File: src/rtl/dd_pkg.sv
// -----------------------------------------------------------------------------
// dd_pkg
//   Shared types and sizing helpers for the block-row scheduler (blk_sched).
//
//   state_e     : scheduler FSM states.
//   calc_nbv()  : number of block rows per frame, ceil(vp/kv).
//   calc_lvw()  : width of the line-in-row index, $clog2(kv).
//   calc_bvw()  : width of the block-row index, $clog2(vp/kv+1).
//   NBV/LVW/BVW : the same quantities for the default 1080-line, 10-line-row
//                 configuration. Parameterised instances size themselves
//                 through the helper functions instead.
// -----------------------------------------------------------------------------
package dd_pkg;

    typedef enum logic [1:0] {
        S_SYNC,    // waiting for the first vsync after reset
        S_VBLANK,  // vertical blanking, waiting for the first active pixel
        S_ACTIVE,  // counting active lines
        S_TAIL     // all active lines seen, waiting for the next vsync
    } state_e;

    localparam int DEF_VP = 1080;
    localparam int DEF_KV = 10;

    function automatic int calc_nbv(input int vp, input int kv);
        return (vp + kv - 1) / kv;
    endfunction

    // A one-line row would give a zero-width index; keep at least one bit.
    function automatic int calc_lvw(input int kv);
        return (kv > 1) ? $clog2(kv) : 1;
    endfunction

    function automatic int calc_bvw(input int vp, input int kv);
        return $clog2(vp / kv + 1);
    endfunction

    localparam int NBV = calc_nbv(DEF_VP, DEF_KV);
    localparam int LVW = calc_lvw(DEF_KV);
    localparam int BVW = calc_bvw(DEF_VP, DEF_KV);

endpackage

File: src/rtl/blk_sched_if.sv
// -----------------------------------------------------------------------------
// blk_sched_if
//   Signals exchanged between the scheduler and its surroundings: the video
//   timing inputs, the dark-mode request, the block buffer handshake
//   (rx_i in, freeze_o out) and the pixel-mux invert select.
//   Names carry the direction as seen from the scheduler.
//
//   modport master : environment side (drives timing/request/rx, sees outputs)
//   modport slave  : scheduler side
//
//   vs_i      vsync, active-high
//   hs_i      hsync, active-high
//   de_i      data enable
//   en_i      dark-mode request, sampled once per frame
//   rx_i      current block decision from the buffer (1 = bright block)
//   freeze_o  single-cycle bank-swap pulse to the buffer
//   dark_o    invert select for the current pixel (one cycle latency)
// -----------------------------------------------------------------------------
interface blk_sched_if;

    logic vs_i;
    logic hs_i;
    logic de_i;
    logic en_i;
    logic rx_i;
    logic freeze_o;
    logic dark_o;

    modport master (
        output vs_i, hs_i, de_i, en_i, rx_i,
        input  freeze_o, dark_o
    );

    modport slave (
        input  vs_i, hs_i, de_i, en_i, rx_i,
        output freeze_o, dark_o
    );

endinterface

File: src/rtl/edge_det.sv
// -----------------------------------------------------------------------------
// edge_det
//   N-bit registered copy of d_i with one edge strobe per bit. Bit i strobes
//   on a falling edge when FALL[i] is set, otherwise on a rising edge. The
//   strobe is combinational from d_i and valid in the cycle the new level is
//   first seen.
//
//   clk_i   clock
//   rst_i   synchronous active-high reset (history cleared to 0)
//   d_i     level inputs
//   edge_o  per-bit edge strobes
// -----------------------------------------------------------------------------
module edge_det #(
    parameter int           N    = 1,
    parameter logic [N-1:0] FALL = '0
) (
    input  logic         clk_i,
    input  logic         rst_i,
    input  logic [N-1:0] d_i,
    output logic [N-1:0] edge_o
);

    logic [N-1:0] prev_q;
    logic [N-1:0] prev_d;

    always_comb begin
        prev_d = d_i;
    end

    // NOTE: state registers use non-blocking assignment so every flop samples
    // pre-edge values regardless of process ordering.
    always_ff @(posedge clk_i) begin
        if (rst_i) begin
            prev_q <= '0;
        end else begin
            prev_q <= prev_d;
        end
    end

    assign edge_o = (d_i & ~prev_q & ~FALL) | (~d_i & prev_q & FALL);

endmodule

File: src/rtl/blk_sched.sv
// -----------------------------------------------------------------------------
// blk_sched
//   Vertical sequencer for the per-block luminance buffer. Counts lines inside
//   each block row of KV lines, raises a bank-swap request when a row (or the
//   partial last row) completes, and issues it as a one-cycle freeze aligned
//   to the following hsync rising edge. Latches the dark-mode request once per
//   frame and gates the buffer's block decision into the pixel-path select.
//
//   Parameters
//     VP   active lines per frame
//     KV   lines per block row
//     FCW  width of the completed-frame counter
//
//   Ports
//     clk_i        pixel clock
//     rst_i        synchronous active-high reset
//     bus          timing / buffer / pixel-mux signals (blk_sched_if.slave)
//     lv_o         line index within the current block row
//     bv_o         block-row index, saturates at ceil(VP/KV)
//     frame_cnt_o  completed-frame count, wraps modulo 2^FCW
//     err_o        sticky overrun flag (short frame or extra active line)
// -----------------------------------------------------------------------------
module blk_sched
    import dd_pkg::*;
#(
    parameter int VP  = 1080,
    parameter int KV  = 10,
    parameter int FCW = 16
) (
    input  logic                        clk_i,
    input  logic                        rst_i,
    blk_sched_if.slave                  bus,
    output logic [calc_lvw(KV)-1:0]     lv_o,
    output logic [calc_bvw(VP, KV)-1:0] bv_o,
    output logic [FCW-1:0]              frame_cnt_o,
    output logic                        err_o
);

    localparam int LVW = calc_lvw(KV);
    localparam int BVW = calc_bvw(VP, KV);
    localparam int NBV = calc_nbv(VP, KV);

    localparam logic [LVW-1:0] LV_LAST   = LVW'(KV - 1);
    localparam logic [BVW-1:0] BV_MAX    = BVW'(NBV);
    localparam logic [31:0]    LINE_LAST = 32'(VP - 1);

    // -------------------------------------------------------------------------
    // Edge strobes: bit 0 vsync rise, bit 1 hsync rise, bit 2 data-enable fall
    // (end of an active line).
    // -------------------------------------------------------------------------
    logic [2:0] edges;
    logic       vs_rise;
    logic       hs_rise;
    logic       line_end;

    edge_det #(
        .N    (3),
        .FALL (3'b100)
    ) u_edge (
        .clk_i  (clk_i),
        .rst_i  (rst_i),
        .d_i    ({bus.de_i, bus.hs_i, bus.vs_i}),
        .edge_o (edges)
    );

    assign vs_rise  = edges[0];
    assign hs_rise  = edges[1];
    assign line_end = edges[2];

    // -------------------------------------------------------------------------
    // State
    // -------------------------------------------------------------------------
    state_e         state_q,     state_d;
    logic [LVW-1:0] lv_q,        lv_d;
    logic [BVW-1:0] bv_q,        bv_d;
    logic [FCW-1:0] frame_cnt_q, frame_cnt_d;
    logic           en_q,        en_d;
    logic           pend_q,      pend_d;
    logic           freeze_q,    freeze_d;
    logic           dark_q,      dark_d;
    logic           err_q,       err_d;

    logic           new_frame;
    logic [31:0]    line_idx;

    // Absolute index of the line currently being completed.
    assign line_idx = 32'(bv_q) * 32'(KV) + 32'(lv_q);

    // -------------------------------------------------------------------------
    // Next-state and output logic
    // -------------------------------------------------------------------------
    always_comb begin
        // NOTE: every signal written here is given a default first so no
        // path through the case statement can infer a latch.
        state_d     = state_q;
        lv_d        = lv_q;
        bv_d        = bv_q;
        frame_cnt_d = frame_cnt_q;
        en_d        = en_q;
        err_d       = err_q;
        new_frame   = 1'b0;

        // An hs_rise consumes the pending swap request. Requests raised below
        // in the same cycle are OR-ed back in and so wait for the next hs_rise,
        // keeping the bank swap on a line boundary.
        pend_d   = pend_q & ~hs_rise;
        freeze_d = pend_q & hs_rise & (state_q != S_SYNC);

        // First pixel of a frame is still seen in S_VBLANK and stays un-inverted.
        dark_d   = en_q & bus.de_i & ~bus.rx_i & (state_q == S_ACTIVE);

        unique case (state_q)
            S_SYNC: begin
                if (vs_rise) begin
                    new_frame = 1'b1;
                    state_d   = S_VBLANK;
                end
            end

            S_VBLANK: begin
                if (vs_rise) begin
                    new_frame = 1'b1;
                end
                if (bus.de_i) begin
                    state_d = S_ACTIVE;
                end
            end

            S_ACTIVE: begin
                if (vs_rise) begin
                    // Short frame: close it out as if the tail had been seen and
                    // flush a partially filled row (including one that a
                    // coincident line end would have completed).
                    err_d       = 1'b1;
                    frame_cnt_d = frame_cnt_q + FCW'(1);
                    new_frame   = 1'b1;
                    state_d     = S_VBLANK;
                    if ((lv_q != '0) || line_end) begin
                        pend_d = 1'b1;
                    end
                end else if (line_end) begin
                    if (lv_q == LV_LAST) begin
                        lv_d   = '0;
                        bv_d   = (bv_q == BV_MAX) ? bv_q : bv_q + BVW'(1);
                        pend_d = 1'b1;
                    end else begin
                        lv_d = lv_q + LVW'(1);
                    end
                    // Last active line: a full row already requested its swap
                    // above, a partial row is flushed here.
                    if (line_idx == LINE_LAST) begin
                        state_d = S_TAIL;
                        pend_d  = 1'b1;
                    end
                end
            end

            S_TAIL: begin
                if (vs_rise) begin
                    frame_cnt_d = frame_cnt_q + FCW'(1);
                    new_frame   = 1'b1;
                    state_d     = S_VBLANK;
                end else if (line_end) begin
                    // More active lines than the frame geometry allows.
                    err_d = 1'b1;
                end
            end
        endcase

        // Frame start: the dark-mode request is sampled only here, so mid-frame
        // changes wait for the next vsync.
        if (new_frame) begin
            en_d = bus.en_i;
            lv_d = '0;
            bv_d = '0;
        end
    end

    // -------------------------------------------------------------------------
    // Registers
    // -------------------------------------------------------------------------
    always_ff @(posedge clk_i) begin
        if (rst_i) begin
            state_q     <= S_SYNC;
            lv_q        <= '0;
            bv_q        <= '0;
            frame_cnt_q <= '0;
            en_q        <= 1'b0;
            pend_q      <= 1'b0;
            freeze_q    <= 1'b0;
            dark_q      <= 1'b0;
            err_q       <= 1'b0;
        end else begin
            state_q     <= state_d;
            lv_q        <= lv_d;
            bv_q        <= bv_d;
            frame_cnt_q <= frame_cnt_d;
            en_q        <= en_d;
            pend_q      <= pend_d;
            freeze_q    <= freeze_d;
            dark_q      <= dark_d;
            err_q       <= err_d;
        end
    end

    assign bus.freeze_o = freeze_q;
    assign bus.dark_o   = dark_q;
    assign lv_o         = lv_q;
    assign bv_o         = bv_q;
    assign frame_cnt_o  = frame_cnt_q;
    assign err_o        = err_q;

endmodule

File: src/flat_wrapper.sv
// flat-port wrapper written by rule: the top's interface ports become plain ports
module blk_sched_flat import dd_pkg::*;
#(
    parameter int VP  = 1080,
    parameter int KV  = 10,
    parameter int FCW = 16
)
  (clk_i, rst_i, lv_o, bv_o, frame_cnt_o, err_o, bus_vs_i, bus_hs_i, bus_de_i, bus_en_i, bus_rx_i, bus_freeze_o, bus_dark_o);
  blk_sched_if bus_i ();
  input  logic clk_i;
  input  logic rst_i;
  output logic [calc_lvw(KV)-1:0] lv_o;
  output logic [calc_bvw(VP, KV)-1:0] bv_o;
  output logic [FCW-1:0] frame_cnt_o;
  output logic err_o;
  input wire logic [$bits(bus_i.vs_i)-1:0] bus_vs_i;
  input wire logic [$bits(bus_i.hs_i)-1:0] bus_hs_i;
  input wire logic [$bits(bus_i.de_i)-1:0] bus_de_i;
  input wire logic [$bits(bus_i.en_i)-1:0] bus_en_i;
  input wire logic [$bits(bus_i.rx_i)-1:0] bus_rx_i;
  output wire logic [$bits(bus_i.freeze_o)-1:0] bus_freeze_o;
  output wire logic [$bits(bus_i.dark_o)-1:0] bus_dark_o;
  assign bus_i.vs_i = bus_vs_i;
  assign bus_i.hs_i = bus_hs_i;
  assign bus_i.de_i = bus_de_i;
  assign bus_i.en_i = bus_en_i;
  assign bus_i.rx_i = bus_rx_i;
  assign bus_freeze_o = bus_i.freeze_o;
  assign bus_dark_o = bus_i.dark_o;
  blk_sched #(.VP(VP), .KV(KV), .FCW(FCW)) u_core (.clk_i(clk_i), .rst_i(rst_i), .bus(bus_i), .lv_o(lv_o), .bv_o(bv_o), .frame_cnt_o(frame_cnt_o), .err_o(err_o));
endmodule
File: config.mk
export PLATFORM = sky130hd
export DESIGN_NAME = blk_sched_flat
export DESIGN_NICKNAME = d
export VERILOG_FILES = /design/src/rtl/dd_pkg.sv /design/src/rtl/blk_sched_if.sv /design/src/rtl/edge_det.sv /design/src/rtl/blk_sched.sv /design/src/flat_wrapper.sv
export SDC_FILE = /design/constraint.sdc
export NUM_CORES = 1
export LEC_CHECK = 0
export BUFFER_PORTS_ARGS = -buffer_cell sky130_fd_sc_hd__buf_2
export CORE_MARGIN = 10
export CORE_UTILIZATION = 35
export CTS_BUF_LIST = sky130_fd_sc_hd__clkbuf_16
export CTS_CLUSTER_SIZE = 24
export DETAILED_ROUTE_END_ITERATION = 16
export PLACE_DENSITY_LB_ADDON = 0.15
export SETUP_SLACK_MARGIN = 0.15
export SKIP_LAST_GASP = 1
export SYNTH_ARGS = -nofsm -noshare
export SYNTH_HDL_FRONTEND = slang
export SYNTH_SLANG_ARGS = --single-unit
File: constraint.sdc
create_clock -name clk_i -period 2.9 [get_ports clk_i]
set_input_delay 0.435 -clock clk_i [delete_from_list [all_inputs] [get_ports clk_i]]
set_output_delay 0.435 -clock clk_i [all_outputs]
set_load 0.05 [all_outputs]
==> results.txt, run 1 <==
The number of enable-type register cells in the synthesized netlist is 0. The final-stage net count is 306. In the layout the commonest cells are 41 x nor2_1, 36 x buf_2, 35 x dfxtp_1. The overall global routing resource usage came out at 9.71%. Among cell families on the critical path, the largest total delay comes from adder cells. Detailed placement finished with a half-perimeter wire length of 3430 µm. The CTS buffer count came out at 5.

The remaining global-route overflow is 0. The main combinational cell family by area after synthesis is simple AND/OR/NAND/NOR gates. The worst ir drop on vdd is 0.000253 V. The final clock period utilization by the worst path is 88.0%. The area taken by multi-input logic gates is 1300 µm². The synthesized netlist cell count came out at 240. The core footprint is 5920 µm². The number of pins exceeding their max-slew limit in the final report was 0. The share of synthesized flip-flops with an asynchronous set or reset came out at 0%. The actual slew at the worst max-slew pin is 482 ps. The number of failing hold endpoints at the final stage came to 0. Dividing the detail-routed via count by the number of cells gives 4.80. The run finished with clean final reports.

The mean instance size in the synthesized netlist came out at 8.85 µm². In this run the number of H-tree levels came out at 2. Setup repair after global routing left no endpoint under its margin. The number of gates given a new drive strength after cts came out at 0. After synthesis the cells add up to 2120 µm². The starting utilization of the core area is 35.9%. The floorplan step set the die height to 97.9 µm. The total I/O pin count came out at 37. The first global-routing pass estimated 7900 µm of wire. Cells with a size suffix above 1 make up 21.3% of the layout. The die outline area came out at 9580 µm². The mux contribution to synthesized area is 2.12%.

The detailed-router iteration count before antenna repair came out at 4. Summing over every cut layer, the via total after detailed routing is 1,690. The critical path goes through ha_1 > ha_1 > inv_1 > fa_1 > a32oi_1 > nand4_1 > nor4_2 > o21ai_2 > mux2_4.

The number of global-route vias before repair came to 1,622. The endpoint kind of the worst setup timing path is a register. When the netlist entered floorplanning its net count stood at 270. From synthesis to final layout, the design area changed by 18.0%. The internal power summed over all cells is 0.000915 W. Among all flip-flop cells after synthesis, the most frequent one is dfxtp_1. The net switching power is 0.000340 W. Subtracting the final worst setup slack from the clock period gives 2550 ps. The max-capacitance violation count is 0. The clock network fraction of design power is 41.7%.

Buffers placed on the I/O ports in this run total 36. The floorplan step set the die width to 97.9 µm. Summing the areas of all xor and xnor instances in the mapped netlist gives 8.66% of the synthesized area. At the later pin of the worst-skew pair, clock insertion delay measures 280 ps. Wires add up to 4560 µm.

Summing the areas of all compound-gate instances in the mapped netlist gives 10.1% of the synthesized area. The sequential cell area came out at 743 µm². Data on the critical path is required at its endpoint by 3070 ps. The cell total after placement is 344. The buffer depth of the longest clock path came out at 2. Setup total negative slack on the finished layout was measured at 0 ps. The number of warnings issued by yosys came out at 0. The power per unit of standard cell area came out at 501 nW/µm².

The largest net degree at the start of global routing is 27. In this run the worst hold path is classified as primary input to register. The upper clock frequency limit came out at 392 MHz. The most frequent cell on the critical path is ha_1. The number of setup buffers added after CTS is 0. The leakage power came out at 1.13 nW. The share of the yosys chip area belonging to registers is 34.9%. Clock tree synthesis selected as its root buffer the cell clkbuf_16. The combinational group share of total power is 14.8%. The placement row count came out at 28. Routability-driven placement finished with a final weighted congestion of 0.778.

The leading cell type in the layout, fill and taps excluded is nor2_1. The initial antenna violation count came out at 0. The cell count of the worst reg-to-reg path came out at 9. The critical path arrival came out at 2720 ps. The sort of element at the start of the critical path is a register. The worst slew margin relative to its limit came out at 67.9%. The slowest stage of the critical path belongs to the cell fa_1. The switching fraction of total power came out at 27.1%. The critical path is of the register to register type.

The repair_antennas step left the layout with diodes totalling 0. The layout has 613 filler cells. The largest incremental delay on the critical path came out at 420 ps. The DRC violations left is 0. Counting flops and latches in the post-synthesis netlist gives 37.

For the final database, setup skew stands at 5.55 ps. The adder-cell share of the synthesized area is 14.3%. The initial DRC count came out at 98.

Of all nets on the critical path, the largest fanout is 8. The number of antenna-violating nets in the routed design came out at 0. Setup violations remaining at the end of the flow were counted as 0. The basic-gate share of the synthesized area counting and, or, nand and nor cells is 25.9%. The proportion of power drawn by flip-flops and latches is 43.5%. The clock slew seen by the registers of the worst setup and hold paths is 60 ps. The number of buffers inserted for hold repair after clock tree synthesis came out at 0.

Counting distinct cell types in the post-synthesis netlist gives 46. The total stage count of the critical path is 9. The finished layout holds 352 standard cells, fillers aside. The routed wire length per instance came out at 13.0 µm. The total clock sinks is 37. TritonCTS built the clock tree.

The worst hold path stage count came out at 2. The buffering stage count on the worst path with inverters included came out at 1.
==> synth_stat cells, types with 3 or more instances <==
master	n	area [µm²]
a21oi_1	11	55.1
a31oi_1	3	18.8
and3_1	4	25.0
buf_4	3	22.5
clkbuf_1	4	15.0
dfxtp_1	37	741
ha_1	21	263
inv_1	12	45.0
mux2i_1	3	30.0
nand2_1	12	45.0
nand3_1	7	35.0
nand4_1	6	37.5
nor2_1	41	154
nor2b_1	5	31.3
nor3_1	5	25.0
o21ai_0	3	15.0
o21ai_1	6	30.0
or3_1	5	31.3
xnor2_1	5	43.8
xor2_1	16	140
==> kinds of logic (layout without fill, tap and decap cells) <==
kind of cell               count (synthesis)  in the layout
adders and majority gates                 23             23
buffers and inverters                     20             57
xor gates and xnor gates                  21             21
AOI/OAI and AO/OA                         34             34
DFF                                       37             37
muxes                                      4              4
and+or+nand+nor                          101            101
==> final timing paths <==
| kind | endpoint | slack (ps) | from |
|---|---|---|---|
| setup / recovery | u_core.state_q[0] | 350 | u_core.bv_o[1] |
| hold / removal | u_core.bus.dark_o | 310 | bus_rx_i |
| setup reg to reg | u_core.state_q[0] | 350 | u_core.bv_o[1] |
| hold reg to reg | u_core.bus.dark_o | 440 | u_core.en_q |
==> power groups by stage <==
stage | clock [W] | sequential, W | combinational (W)
3_5_place_dp | 0 | 0.000558 | 0.000185
2_1_floorplan | 0 | 0.000575 | 0.000136
5_1_grt | 0.000565 | 0.000549 | 0.000207
4_1_cts | 0.000545 | 0.000546 | 0.000187
6_report | 0.000524 | 0.000546 | 0.000185
3_3_place_gp | 0 | 0.000558 | 0.000185
==> per-stage QoR <==
step	util (%)	total power, W	instance area (µm²)	setup slack [ps]	hold slack, ps
4_1_cts	42.3	0.00128	2500	301	303
2_1_floorplan	-	0.000711	2120	165	421
3_3_place_gp	39.9	0.000742	2360	396	434
3_5_place_dp	39.9	0.000743	2360	305	434
6_report	42.3	0.00126	2500	347	307
5_1_grt	42.3	0.00132	2500	168	312
==> final cells by class <==
type	count	share of cell area, %
inverters	13	1.95
clock buffers	5	5.00
well taps	75	3.75
repair buffers	36	7.19
multi-input cells	183	51.7
flip-flops and latches	37	29.7
clock inverters	3	0.699
==> worst reg2reg max path, cell delays in order, from the launching register on <==
cell and delay, ps:
dfxtp_2 360, ha_1 310, ha_1 220, inv_1 70
fa_1 420, a32oi_1 190, nand4_1 110, nor4_2 350
o21ai_2 120, mux2_4 300
==> flip-flops by register name, summed over array words and instances, names as in the netlist <==
signal / cells
u_core.frame_cnt_o: 16
u_core.bv_o: 7
u_core.lv_o: 4
u_core.u_edge.prev_q: 3
u_core.state_q: 2
u_core.bus.dark_o: 1
u_core.bus.freeze_o: 1
u_core.en_q: 1
u_core.err_o: 1
u_core.pend_q: 1
==> per-layer routing <==
layer | up-vias | routed length (µm) | global-route usage [%]
met4 | 0 | 59 | 3.69
met2 | 30 | 1870 | 13.7
met1 | 756 | 2400 | 13.3
met5 | - | 0 | 0
met3 | 7 | 234 | 3.03
li1 | 897 | - | -
(Power assumes the default switching activity.)
==> run 2, diff against run 1 <==
--- a/config.mk
+++ b/config.mk
@@ -7,7 +7,7 @@
 export LEC_CHECK = 0
 export BUFFER_PORTS_ARGS = -buffer_cell sky130_fd_sc_hd__buf_2
 export CORE_MARGIN = 10
-export CORE_UTILIZATION = 35
+export CORE_UTILIZATION = 30
 export CTS_BUF_LIST = sky130_fd_sc_hd__clkbuf_16
 export CTS_CLUSTER_SIZE = 24
 export DETAILED_ROUTE_END_ITERATION = 16
==> run 2 against run 1 <==
Worst setup slack worse by 8.6 ps. Count of clock-buffer cells in the layout stayed put. Critical path type unchanged. Cell count is 6.0% higher. Sequential share of layout area is 0.89 points lower. First-iteration DRC count is 59% lower. Via count is 1.2% higher. Fmax is 0.34% lower. Global-route usage is 0.48 points lower. Hold slack worse by 5.1 ps. Die area is 13% higher. Combinational power hardly changed.
==> results.txt, run 2 (synthesized netlist as in run 1, its figures left out) <==
The global-route track usage on met2 came out at 12.8%. The number of buffers added on ports came out at 36. The worst slew margin relative to its limit is 67.4%. The critical path in this run is classified as register to register.

The cell chosen for the clock root is clkbuf_16. The flow ran to the end, and the final reports show no timing, DRC or antenna violations. The family with the most delay on the worst path is adder cells. The slowest stage of the critical path is the fa_1 cell. The synthesis-to-finish area growth came out at 21.6%. Global routing used 12.7% of the available met1 tracks.

The detailed-route wire length came out at 4850 µm. Entering global routing, the biggest net connects 27 pins. The die outline area is 10,800 µm². The total I/O pin count came out at 37. The die is 104 µm tall.

The number of fillers in the final layout came out at 734. In this run, post-CTS hold repair placed 0 buffers. The clock skew after layout came out at 7.46 ps. The proportion of power drawn by flip-flops and latches came out at 37.5%.

The number of failing hold endpoints at the final stage was 0. The sum of net half-perimeters after detailed placement is 3630 µm. The clock slew seen by the registers of the worst setup and hold paths is 60 ps. The number of global-route vias before repair came out at 1,640. The worst-case hold path end point is u_core.bus.dark_o.

The post-CTS setup repair buffer count came out at 0. Combinational logic burns 12.7% of the power. The buffering stage count on the worst path with inverters included came out at 1. STA classifies the critical path startpoint as a register. At the worst endpoint, the required time is 3070 ps.

The via density per instance came out at 4.59. The CTS buffer count is 5. The initial antenna violation count is 0. The number of antenna-violating nets in the routed design came out at 0.

In the final routed layout, each cell accounts on average for 13.0 µm. The switching fraction of total power came out at 24.8%. The final estimated routing congestion in global placement came out at 0.739. Among the stages of the critical path, the cell type that occurs most often is ha_1. The setup slack of the worst register-to-register path came out at 340 ps. The final period demand of the worst path came out at 2560 ps. The cell count of the worst reg-to-reg path came out at 9.

CTS built an H-tree with a depth of 2. STA puts the critical path data arrival time at 2730 ps. For this configuration, the core starts out at a cell density of 31.1%. The power per unit of standard cell area is 565 nW/µm². The worst ir drop on vdd is 0.000261 V. Setup violations remaining at the end of the flow were counted as 0. The chip width is 104 µm. TritonCTS built the clock tree. The total vias in the final route is 1,711. The DRC violations left is 0. The total negative slack for setup checks is 0 ps.

The net switching power is 0.000362 W. The final clock period utilization by the worst path is 88.3%. The register with the most flip-flops in the layout has 16 of them.

Counting instances, the worst hold path has a depth of 2. The buffer depth of the longest clock path is 2. In this run the critical register-to-register path is captured at u_core.state_q[0]. The worst setup path is captured at a register.

The actual slew at the worst max-slew pin came out at 489 ps. The placement row count came out at 30. The largest incremental delay on the critical path is 420 ps. The internal portion of the total power is 0.00110 W. The number of gates given a new drive strength after cts came out at 0.

The overall global routing resource usage came out at 9.23%. The initial DRC count is 40. Leaving out fill and tap cells, the most frequent cells in the layout are 41 x nor2_1, 36 x buf_2, 35 x dfxtp_1.

The met3 track demand over resource came out at 2.91%. The remaining global-route overflow came out at 0. The clock network fraction of design power came out at 49.8%. The core footprint came out at 6830 µm². Clock latency on the worst-skew pair, taken at its later pin, is 280 ps. The number of pins exceeding their max-slew limit in the final report came out at 0. The leading cell type in the layout, fill and taps excluded is nor2_1. The signal on the critical path passes through ha_1 > ha_1 > inv_1 > fa_1 > a32oi_1 > nand4_1 > nor4_2 > o21ai_2 > mux2_4. The leakage power is 1.16 nW.

The proportion of layout cells with a drive suffix above 1 came out at 21.3%. In the final layout, the multi-input gates occupy 1300 µm². The max-capacitance violation count came out at 0. The pre-antenna-repair detailed-routing pass consisted of 4 iterations. The origin of the worst setup path is u_core.bv_o[1]. The classification of the worst-slack hold path is primary input to register. For this design, the sink count on the clock tree is 37.

The final-stage net count came out at 306. The sequential cell area is 743 µm². The maximum fanout along the worst path came out at 8. Based on the critical path, the design can be clocked at up to 390 MHz. The design draws 0.00146 W. The startpoint of the worst register-to-register path is u_core.bv_o[1]. Setup repair after global routing left no endpoint under its margin. The first global-routing pass estimated 8400 µm of wire. The busiest layer in global routing is met2. The startpoint identified for the worst hold timing path is bus_rx_i. The final core utilization came out at 37.8%. The antenna diode instance count is 0.
## run 2: cell types whose count changed in the layout (fill, tap and decap cells not counted)
cell        delta
clkinv_2       -2
clkinvlp_4     -1
bufinv_16      +2
inv_6          +1
## run 2: how the worst max path moves through the flow
| stage | endpoint | slack, ps | cells after the start |
|---|---|---|---|
| floorplan | u_core.state_q[0] | 170 | 10 |
| global placement | u_core.state_q[0] | 390 | 10 |
| detailed placement | u_core.state_q[0] | 320 | 10 |
| CTS | u_core.state_q[0] | 300 | 10 |
| global route | u_core.state_q[0] | 150 | 10 |
| finish | u_core.state_q[0] | 340 | 9 |
## run 2: routing by layer
metal	routed length, µm	part of all wire [%]
met1	2510	52
met2	2040	42
met3	213	4.4
met4	84	1.7
met5	0	0
## run 2: worst reg2reg max path: stages (launching register included)
cell	delay (ps)
dfxtp_2	370
ha_1	310
ha_1	210
inv_1	70
fa_1	420
a32oi_1	190
nand4_1	120
nor4_2	350
o21ai_2	110
mux2_4	300
## run 2: area by class of cell
| type | count | area share, % |
|---|---|---|
| Inverter | 13 | 1.89 |
| Clock inverter | 3 | 2.66 |
| Multi-Input combinational cell | 183 | 50.2 |
| Tap cell | 96 | 4.65 |
| Clock buffer | 5 | 4.84 |
| Timing Repair Buffer | 36 | 6.98 |
| Sequential cell | 37 | 28.8 |
## run 2: per-stage QoR
stage | setup slack (ps) | std cells | area (µm²) | hold slack [ps]
2_1_floorplan | 165 | 240 | 2120 | 421
3_3_place_gp | 385 | 365 | 2390 | 437
3_5_place_dp | 323 | 365 | 2390 | 441
4_1_cts | 299 | 373 | 2580 | 297
5_1_grt | 153 | 373 | 2580 | 296
6_report | 338 | 373 | 2580 | 302
## run 2: power groups by stage
stage	registers [W]	logic (W)	clock network, W
finish	0.000547	0.000185	0.000726
floorplan	0.000575	0.000136	0
detailed placement	0.000559	0.000187	0
global route	0.000550	0.000210	0.000769
global placement	0.000558	0.000188	0
CTS	0.000547	0.000189	0.000745
